[src/rtl/iteration_counter.sv]
// Programmable up/down iteration counter with sticky terminal flag K,
// busy status and a one-cycle done pulse.
module iteration_counter #(
    parameter int WIDTH = 3
) (
    input  logic             Clk,
    input  logic             Rst,
    input  logic             Start,
    input  logic             En,
    input  logic             Mode,
    input  logic [WIDTH-1:0] Limit,
    output logic [WIDTH-1:0] Count,
    output logic             Busy,
    output logic             K,
    output logic             Done
);

    typedef enum logic [1:0] {
        IDLE  = 2'd0,
        COUNT = 2'd1,
        DONE  = 2'd2
    } state_t;

    state_t           state_q, state_d;
    logic [WIDTH-1:0] count_q, count_d;
    logic [WIDTH-1:0] limit_q, limit_d;
    logic             mode_q, mode_d;
    logic             k_q, k_d;
    logic             done_q, done_d;
    logic [WIDTH-1:0] step;
    logic [WIDTH-1:0] term;

    always_ff @(posedge Clk or posedge Rst) begin
        if (Rst) begin
            state_q <= IDLE;
            count_q <= '0;
            limit_q <= '0;
            mode_q  <= 1'b0;
            k_q     <= 1'b0;
            done_q  <= 1'b0;
        end else begin
            state_q <= state_d;
            count_q <= count_d;
            limit_q <= limit_d;
            mode_q  <= mode_d;
            k_q     <= k_d;
            done_q  <= done_d;
        end
    end

    // Step value and terminal come from the latched mode, never the live inputs.
    assign step = mode_q ? count_q - 1'b1 : count_q + 1'b1;
    assign term = mode_q ? '0 : limit_q;

    always_comb begin
        state_d = state_q;
        count_d = count_q;
        limit_d = limit_q;
        mode_d  = mode_q;
        k_d     = k_q;
        done_d  = 1'b0;
        if (Start) begin
            limit_d = Limit;
            mode_d  = Mode;
            count_d = Mode ? Limit : '0;
            if (Limit == '0) begin
                state_d = DONE;
                k_d     = 1'b1;
                done_d  = 1'b1;
            end else begin
                state_d = COUNT;
                k_d     = 1'b0;
            end
        end else begin
            unique case (state_q)
                COUNT: begin
                    if (En) begin
                        count_d = step;
                        if (step == term) begin
                            state_d = DONE;
                            k_d     = 1'b1;
                            done_d  = 1'b1;
                        end
                    end
                end
                default: ;
            endcase
        end
    end

    assign Count = count_q;
    assign Busy  = (state_q == COUNT);
    assign K     = k_q;
    assign Done  = done_q;

endmodule
[config.mk]
export PLATFORM = sky130hd
export DESIGN_NAME = iteration_counter
export DESIGN_NICKNAME = d
export VERILOG_FILES = /design/src/rtl/iteration_counter.sv
export SDC_FILE = /design/constraint.sdc
export NUM_CORES = 1
export LEC_CHECK = 0
export BUFFER_PORTS_ARGS = -buffer_cell sky130_fd_sc_hd__buf_2
export CELL_PAD_IN_SITES_DETAIL_PLACEMENT = 0
export CELL_PAD_IN_SITES_GLOBAL_PLACEMENT = 2
export CORE_MARGIN = 2
export CORE_UTILIZATION = 32
export CTS_CLUSTER_SIZE = 8
export DETAILED_ROUTE_END_ITERATION = 12
export MAX_ROUTING_LAYER = met4
export PLACE_DENSITY = 0.85
export SLEW_MARGIN = 40
export SYNTH_ARGS = -nofsm -noshare
export SYNTH_HDL_FRONTEND = slang
export SYNTH_SLANG_ARGS = --single-unit
[constraint.sdc]
create_clock -name Clk -period 3.7 [get_ports Clk]
set_input_delay 0.74 -clock Clk [delete_from_list [all_inputs] [get_ports Clk]]
set_output_delay 0.74 -clock Clk [all_outputs]
set_load 0.05 [all_outputs]
== Yosys cells after proc, flatten, opt, wreduce, memory -nomap -nowiden ==
Index checks and enable logic that the tools add are counted.
Storage, ports and cells
  register bits after elaboration: 11
  output and inout port bits: 6
Operators by class
  $add $sub $neg: 2
  equality and inequality tests: 2
  mux-type cells: 20
  reduce and logical (&&, ||, !) cells: 6
Operator list (count)
  3-bit two-way mux: 6
  2-bit two-way mux: 5
  1-bit two-way mux: 9
  2-bit nonzero test: 3
  3-bit by 1-bit adder with 3-bit output, second input constant: 1
  3-bit equality test: 1
  3-bit zero test: 1
  3-bit AND reduction: 1
  3-bit by 1-bit subtractor with 3-bit output, second input constant: 1
  2-bit by 1-bit equality test with 1-bit output, second input constant: 1
  2-bit AND reduction: 1

== Depth between registers and ports, before layout ==
Gate-level depths: netlist (run 1).
  depth in word-level cells: 7
  gate-level depth with buffers: 6
  depth with buffers taken out: 6

== Worst setup path after synthesis (run 1) ==
OpenSTA, ideal clock, no wires.
  kind: reg-to-reg
  start: register count_q[0], in the netlist Count[0]
  end: register state_q[0]
  setup time: 120 ps
  arrival time: 2199 ps
  slack: 1380 ps
  stages on the path, launching flop included: 7
  path buffers: 0
  path through: dfrtp_1 -> inv_1 -> fa_1 -> nor4b_2 -> a32oi_1 -> a2111o_1 -> o211a_1
On the way
  longest elaborated chain between the ends: 5
Ends and longest elaborated chain
  start, declared: line 25  | logic [WIDTH-1:0] count_q, count_d;
  start signal, assigned: line 43  | count_q <= count_d;
  3-bit by 1-bit adder with 3-bit output / 3-bit by 1-bit subtractor with 3-bit output (equally long branches): line 52  | assign step = mode_q ? count_q - 1'b1 : count_q + 1'b1;
  3-bit two-way mux *: line 52
  3-bit equality test *: line 79  | if (step == term) begin
  2-bit nonzero test (no source line) *
  3-bit AND reduction (no source line) *
  end signal, assigned: line 42  | state_q <= state_d;
  end, declared: line 24  | state_t state_q, state_d;
Mark *: on every way between the ends. The rest lies on a longest branch, timed or not.
A chain may end at the register's enable or synchronous reset.

== Worst setup path in the final report (run 1) ==
  start: register mode_q
  end: register state_q[0]
On the way
  longest elaborated chain between the ends: 4
Ends and longest elaborated chain
  start, declared: line 27  | logic mode_q, mode_d;
  start signal, assigned: line 45  | mode_q <= mode_d;
  3-bit two-way mux, on equally long branches: line 52, 53
  3-bit equality test *: line 79
  2-bit nonzero test (no source line) *
  3-bit AND reduction (no source line) *
Marks and branches as above.

==> impl_metrics.yaml, run 1 <==
floorplan:
  core_area_mm2: 0.00152
  die_width_um: 44.7
  die_area_mm2: 0.00200
  start_util_pct: 34.7
  io-pin-count: 14
  die_y_um: 44.7
  rows: 14
final_layout:
  fillCellCount: 158
  stdcell_area_um2: 633
  multi_input_area_um2: 260
  seq_area_um2: 250
  final_util_pct: 41.5
  syn_to_final_growth_pct: 19.6
  drive_gt1_share_pct: 32.3
  instances_no_fill: 81
  nNetsFinal: 76
  diodes: 0
route:
  ant_nets: 0
  wl_met2_um: 469
  routed-wl-met3_um: 45
  drt-met1-wl_um: 525
  avgRoutedWirePerCell_um: 13.0
  firstDrtPassIters: 2
  drt-initial-drc-count: 2
  drt-total-wl_mm: 1.05
  vias: 405
  via_per_inst: 5.00
  top_layer_used: "met4"
  route.detailed.drc: 0
placement:
  port_buffers: 13
  detailed_place.area_um2: 611
  placed_cells: 78
  gp_congestion: 0.716
  dp_hpwl_um: 779
sta:
  worst_pin_slew_ns: 0.397
  hold_violations: 0
  clock_skew_ns: 0.00530
  period_minus_slack_ns: 2.09
  rsz0062_at_grt: "false"
  fin_tns_setup_ns: 0
  max_freq_ghz: 0.480
  fin_crit_sh_pct: 56.4
  setup_viol: 0
  drv_slew: 0
  relSlewSlack_pct: 73.5
synth:
  synth_fp_nets: 59
  yosysTopAreaCellShare_pct: 47.3
  ys_async_sr_fraction_pct: 100
  syn_area_per_cell_um2: 10.6
  ys_types: 21
  ys_ff_latch: 10
  synth_edf_count: 0
  ys_seq_area_share_pct: 47.3
  yosysMostFrequentCell: "dfrtp_1"
  synthFlopType: "dfrtp_1"
  yosys_warnings: 0
  synth_common_cells: "10 x dfrtp_1, 5 x nor2_1"
  synth_top_area_cell: "dfrtp_1"
  synth_area_leaders: "dfrtp_1 47%, xnor2_1 6.6%, mux2_2 6.4%"
  syn_inst: 50
  syn-cell-area_um2: 529
cts:
  cts_resized: 0
  cts_hold_buf: 0
  htreeDepth: 1
  clk_latency_ns: 0.26
  cts_tree: "built"
  cts_made_buffers: 3
  path_clk_slew_ns: 0.07
  clockBufferDepth: 2
  postCtsSetupBuffers: 0
  cts_root_buffer: "clkbuf_4"
  clock-sinks: 10
critical_path:
  rr_worst_depth: 6
  cp.required_ns: 3.85
  start_kind: "register"
  cp_data_arrival_time_ns: 2.24
  end_kind: "register"
  crit_type: "reg -> reg"
  crit_fanout: 6
grt:
  grt_max_degree: 16
  antenna_found_initial: 0
  grt_pass1_vias: 390
  overflow: 0
  grt_pass1_wl_mm: 1.88
  gr-usage-all-layers_pct: 13.8
power:
  powerDensity_mw_per_mm2: 565
  comb_power_share_pct: 40.3
  finalPower_uw: 358
  power_switching_uw: 144
  power_leakage_uw: 0.000293
  clockPowerShare_pct: 20.6
  ir_worst_vdd_uv: 321
  power.internal_uw: 214
  sw_frac_of_total_pct: 40.2
  seqPwrFrac_pct: 39.0
worst_hold_path:
  hp-class: "in -> async"
outcome:
  status: "finished, final reports clean"
flow_run:
  max_cap_violations: 0
==> kinds of logic after synthesis <==
logic type / synth area share, %
buf+inv: 3.54
flops: 47.3
compound gates: 11.8
simple gates: 17.3
mux: 6.38
xor+xnor: 9.93
fa+ha+maj: 3.78
==> path summary, 6_finish.rpt <==
| path | from | end | slack [ns] |
|---|---|---|---|
| setup / recovery | mode_q$_DFFE_PP0P_ | state_q[0]$_DFFE_PP0P_ | 1.61 |
| hold / removal | Rst | Count[1]$_DFFE_PP0P_ | 0.45 |
| setup reg to reg | mode_q$_DFFE_PP0P_ | state_q[0]$_DFFE_PP0P_ | 1.61 |
| hold reg to reg | limit_q[2]$_DFFE_PP0P_ | limit_q[2]$_DFFE_PP0P_ | 0.52 |
| max in group asynchronous | Rst | Done$_DFF_PP0_ | 2.97 |
| min in group Clk | limit_q[2]$_DFFE_PP0P_ | limit_q[2]$_DFFE_PP0P_ | 0.52 |
==> worst max-delay path, cell delays in order, from the launching register on <==
cell and delay, ns:
dfrtp_1 0.46, inv_1 0.10, fa_1 0.53, nor4b_2 0.27, a32oi_1 0.07, a2111o_1 0.41, o211a_1 0.13
==> cell usage in the layout (no fill, tap or decap), types with 3 or more instances in the layout <==
master / instances
nor2_1: 5
mux2_2: 3
inv_1: 4
buf_2: 13
dfrtp_1: 10
xnor2_1: 4
o21ai_0: 4
nand3_1: 4
clkbuf_4: 3
==> power by group through the flow <==
stage,clock [uW],combinational (uW),sequential (uW)
after CTS,75.9,146,140
after floorplan,0,81.1,174
after global routing,84.2,158,143
after detailed placement,0,145,142
final,73.8,144,140
after global placement,0,145,142
==> layout make-up <==
cell class / count / share of cell area [%]
Inverter: 4 / 2.37
Timing Repair Buffer: 13 / 10.3
Multi-Input combinational cell: 35 / 41.1
Sequential cell: 10 / 39.5
Tap cell: 16 / 3.16
Clock buffer: 3 / 3.56
==> through the flow <==
stage / hold slack (ns) / worst slack [ns]
2_1_floorplan: 0.482 / 1.38
3_3_place_gp: 0.491 / 1.61
3_5_place_dp: 0.497 / 1.61
4_1_cts: 0.456 / 1.60
5_1_grt: 0.474 / 1.47
6_report: 0.447 / 1.61
==> per-layer routing <==
metal  GRT usage (%)  vias to the layer above
met5               -                        -
met4            9.70                        0
met3            4.08                        2
met2            17.4                        9
met1            18.5                      192
li1                -                      202
==> flip-flops by register name (all words and copies together), names as in the netlist <==
signal	cells
Done	1
Count	3
K	1
state_q	1
mode_q	1
limit_q	3
No activity file was read; power rests on OpenSTA's default activity.
==> inputs of run 2 (changes only) <==
--- a/config.mk
+++ b/config.mk
@@ -8,12 +8,13 @@
 export BUFFER_PORTS_ARGS = -buffer_cell sky130_fd_sc_hd__buf_2
 export CELL_PAD_IN_SITES_DETAIL_PLACEMENT = 0
 export CELL_PAD_IN_SITES_GLOBAL_PLACEMENT = 2
+export CORE_ASPECT_RATIO = 0.75
 export CORE_MARGIN = 2
-export CORE_UTILIZATION = 32
+export CORE_UTILIZATION = 30
 export CTS_CLUSTER_SIZE = 8
 export DETAILED_ROUTE_END_ITERATION = 12
 export MAX_ROUTING_LAYER = met4
-export PLACE_DENSITY = 0.85
+export PLACE_DENSITY = 0.81
 export SLEW_MARGIN = 40
 export SYNTH_ARGS = -nofsm -noshare
 export SYNTH_HDL_FRONTEND = slang
==> constraint.sdc (replaced) <==
create_clock -name Clk -period 2 [get_ports Clk]
set_input_delay 0.4 -clock Clk [delete_from_list [all_inputs] [get_ports Clk]]
set_output_delay 0.4 -clock Clk [all_outputs]
set_load 0.05 [all_outputs]
==> run 2 against run 1 <==
  * Non-clock buffer count up 2
  * Final cell count up 11%
  * Clock skew about the same
  * Combinational power up 100%
  * Via count up 2.5%
  * Wire length up 2.5%
  * Global-route usage up 0.66 points
  * Sequential power up 84%
  * Hold slack worse by 0.35 ns
  * Register-to-register slack worse by 1.6 ns
  * Utilization down 2.3 points
  * Setup slack worse by 1.6 ns
==> impl_metrics.yaml, run 2 (synthesis gave the netlist of run 1 again) <==
cts:
  cts_made_buffers: 3
  clock-sinks: 10
  clockBufferDepth: 2
  path_clk_slew_ns: 0.06
  cts_root_buffer: "clkbuf_4"
  clk_latency_ns: 0.27
  cts_tree: "built"
  cts_resized: 0
  htreeDepth: 1
sta:
  clock_skew_ns: 0.00568
  rsz0062_at_grt: "true"
  setup_viol: 0
  worst_pin_slew_ns: 0.387
  fin_crit_sh_pct: 99.6
  relSlewSlack_pct: 74.2
  max_freq_ghz: 0.502
  hold_violations: 0
  drv_slew: 0
  period_minus_slack_ns: 1.99
outcome:
  status: "finished, final reports clean"
floorplan:
  rows: 13
  io-pin-count: 14
  start_util_pct: 31.3
  die_width_um: 52.5
  core_area_mm2: 0.00169
  die_y_um: 40.4
  die_area_mm2: 0.00212
critical_path:
  crit_family: "compound AO/OA/AOI/OAI gates"
  crit_type: "reg -> reg"
  crit_fanout: 4
  r2r_start: "Count[0]$_DFFE_PP0P_"
  cp.required_ns: 2.15
  max_stage_delay_ns: 0.47
  startpoint: "Count[0]$_DFFE_PP0P_"
  path_cells: "inv_2, fa_2, nor4b_2, a32oi_1, a2111o_1, o211a_1"
  crit_slowest_cell: "fa_2"
  cp_data_arrival_time_ns: 2.15
  end_kind: "register"
  start_kind: "register"
  critPathBufInv: 1
route:
  avgRoutedWirePerCell_um: 12.0
  ant_nets: 0
  route.detailed.drc: 0
  firstDrtPassIters: 4
  drt-total-wl_mm: 1.08
  drt-initial-drc-count: 7
  vias: 415
  via_per_inst: 4.61
final_layout:
  multi_input_area_um2: 263
  diodes: 0
  instances_no_fill: 90
  mostFrequentLayoutCell: "buf_2"
  seq_area_um2: 253
  fillCellCount: 173
  drive_gt1_share_pct: 41.2
  nNetsFinal: 78
  syn_to_final_growth_pct: 25.5
  final_cell_mix: "13 x buf_2, 8 x dfrtp_1, 5 x nor2_1"
grt:
  grt_max_degree: 16
  overflow: 0
  grt_pass1_vias: 444
  antenna_found_initial: 0
  grt_pass1_wl_mm: 1.92
  gr-usage-all-layers_pct: 14.5
power:
  power_leakage_uw: 0.000300
  powerDensity_mw_per_mm2: 1040
  finalPower_uw: 690
  ir_worst_vdd_uv: 696
worst_hold_path:
  hp-class: "in -> async"
placement:
  gp_congestion: 0.751
  dp_hpwl_um: 818
  port_buffers: 13
  placed_cells: 85
flow_run:
  max_cap_violations: 0
[run 2: cell types whose count changed in the layout (fill, tap and decap cells not counted), sizes merged]
cell and change:
buf +2, clkbuf +1
[run 2: layout make-up]
type	count	share of cell area, %
Timing Repair Buffer	15	12.1
Tap cell	22	4.14
Clock buffer	4	3.95
Inverter	4	2.26
Multi-Input combinational cell	35	39.5
Sequential cell	10	38.0
[run 2: final timing paths]
kind                       cells past startpoint  slack, ns                     end
min in group Clk                               3       0.38      mode_q$_DFFE_PP0P_
min                                            2        0.1  limit_q[1]$_DFFE_PP0P_
max in group asynchronous                      2       1.61    Count[0]$_DFFE_PP0P_
max reg2reg                                    6      0.009  state_q[0]$_DFFE_PP0P_
max                                            6      0.009  state_q[0]$_DFFE_PP0P_
min reg2reg                                    1       0.51  limit_q[2]$_DFFE_PP0P_
[run 2: per-stage QoR]
stage	hold WS (ns)	setup slack (ns)	TNS [ns]	utilization, %	instance area, um^2
global placement	0.393	0.0603	0	37.3	631
CTS	0.103	0.00546	0	38.8	657
global route	0.126	-0.0645	-0.0653	39.3	664
floorplan	0.240	-0.0373	-0.0373	-	534
detailed placement	0.393	0.0262	0	37.3	631
finish	0.0966	0.00880	0	39.3	664
[run 2: power by group]
| part | leakage, uW | internal [uW] | switching, uW |
|---|---|---|---|
| Clock | 0.0000150 | 77.1 | 67.1 |
| Combinational | 0.000165 | 107 | 182 |
| Sequential | 0.000119 | 233 | 24.8 |
[run 2: repair_timing]
action / 4_1_cts / 5_1_grt
endpoints found under the setup margin: 0 / 3
buffers inserted: 0 / 1
hold buffers: 0 / 0
[run 2: metal layers]
| metal | global-route usage [%] | wire [um] | up-vias |
|---|---|---|---|
| li1 | - | - | 208 |
| met1 | 15.4 | 523 | 189 |
| met2 | 22.2 | 446 | 13 |
| met3 | 6.72 | 77 | 5 |
| met4 | 9.62 | 28 | 0 |
| met5 | - | 0 | - |
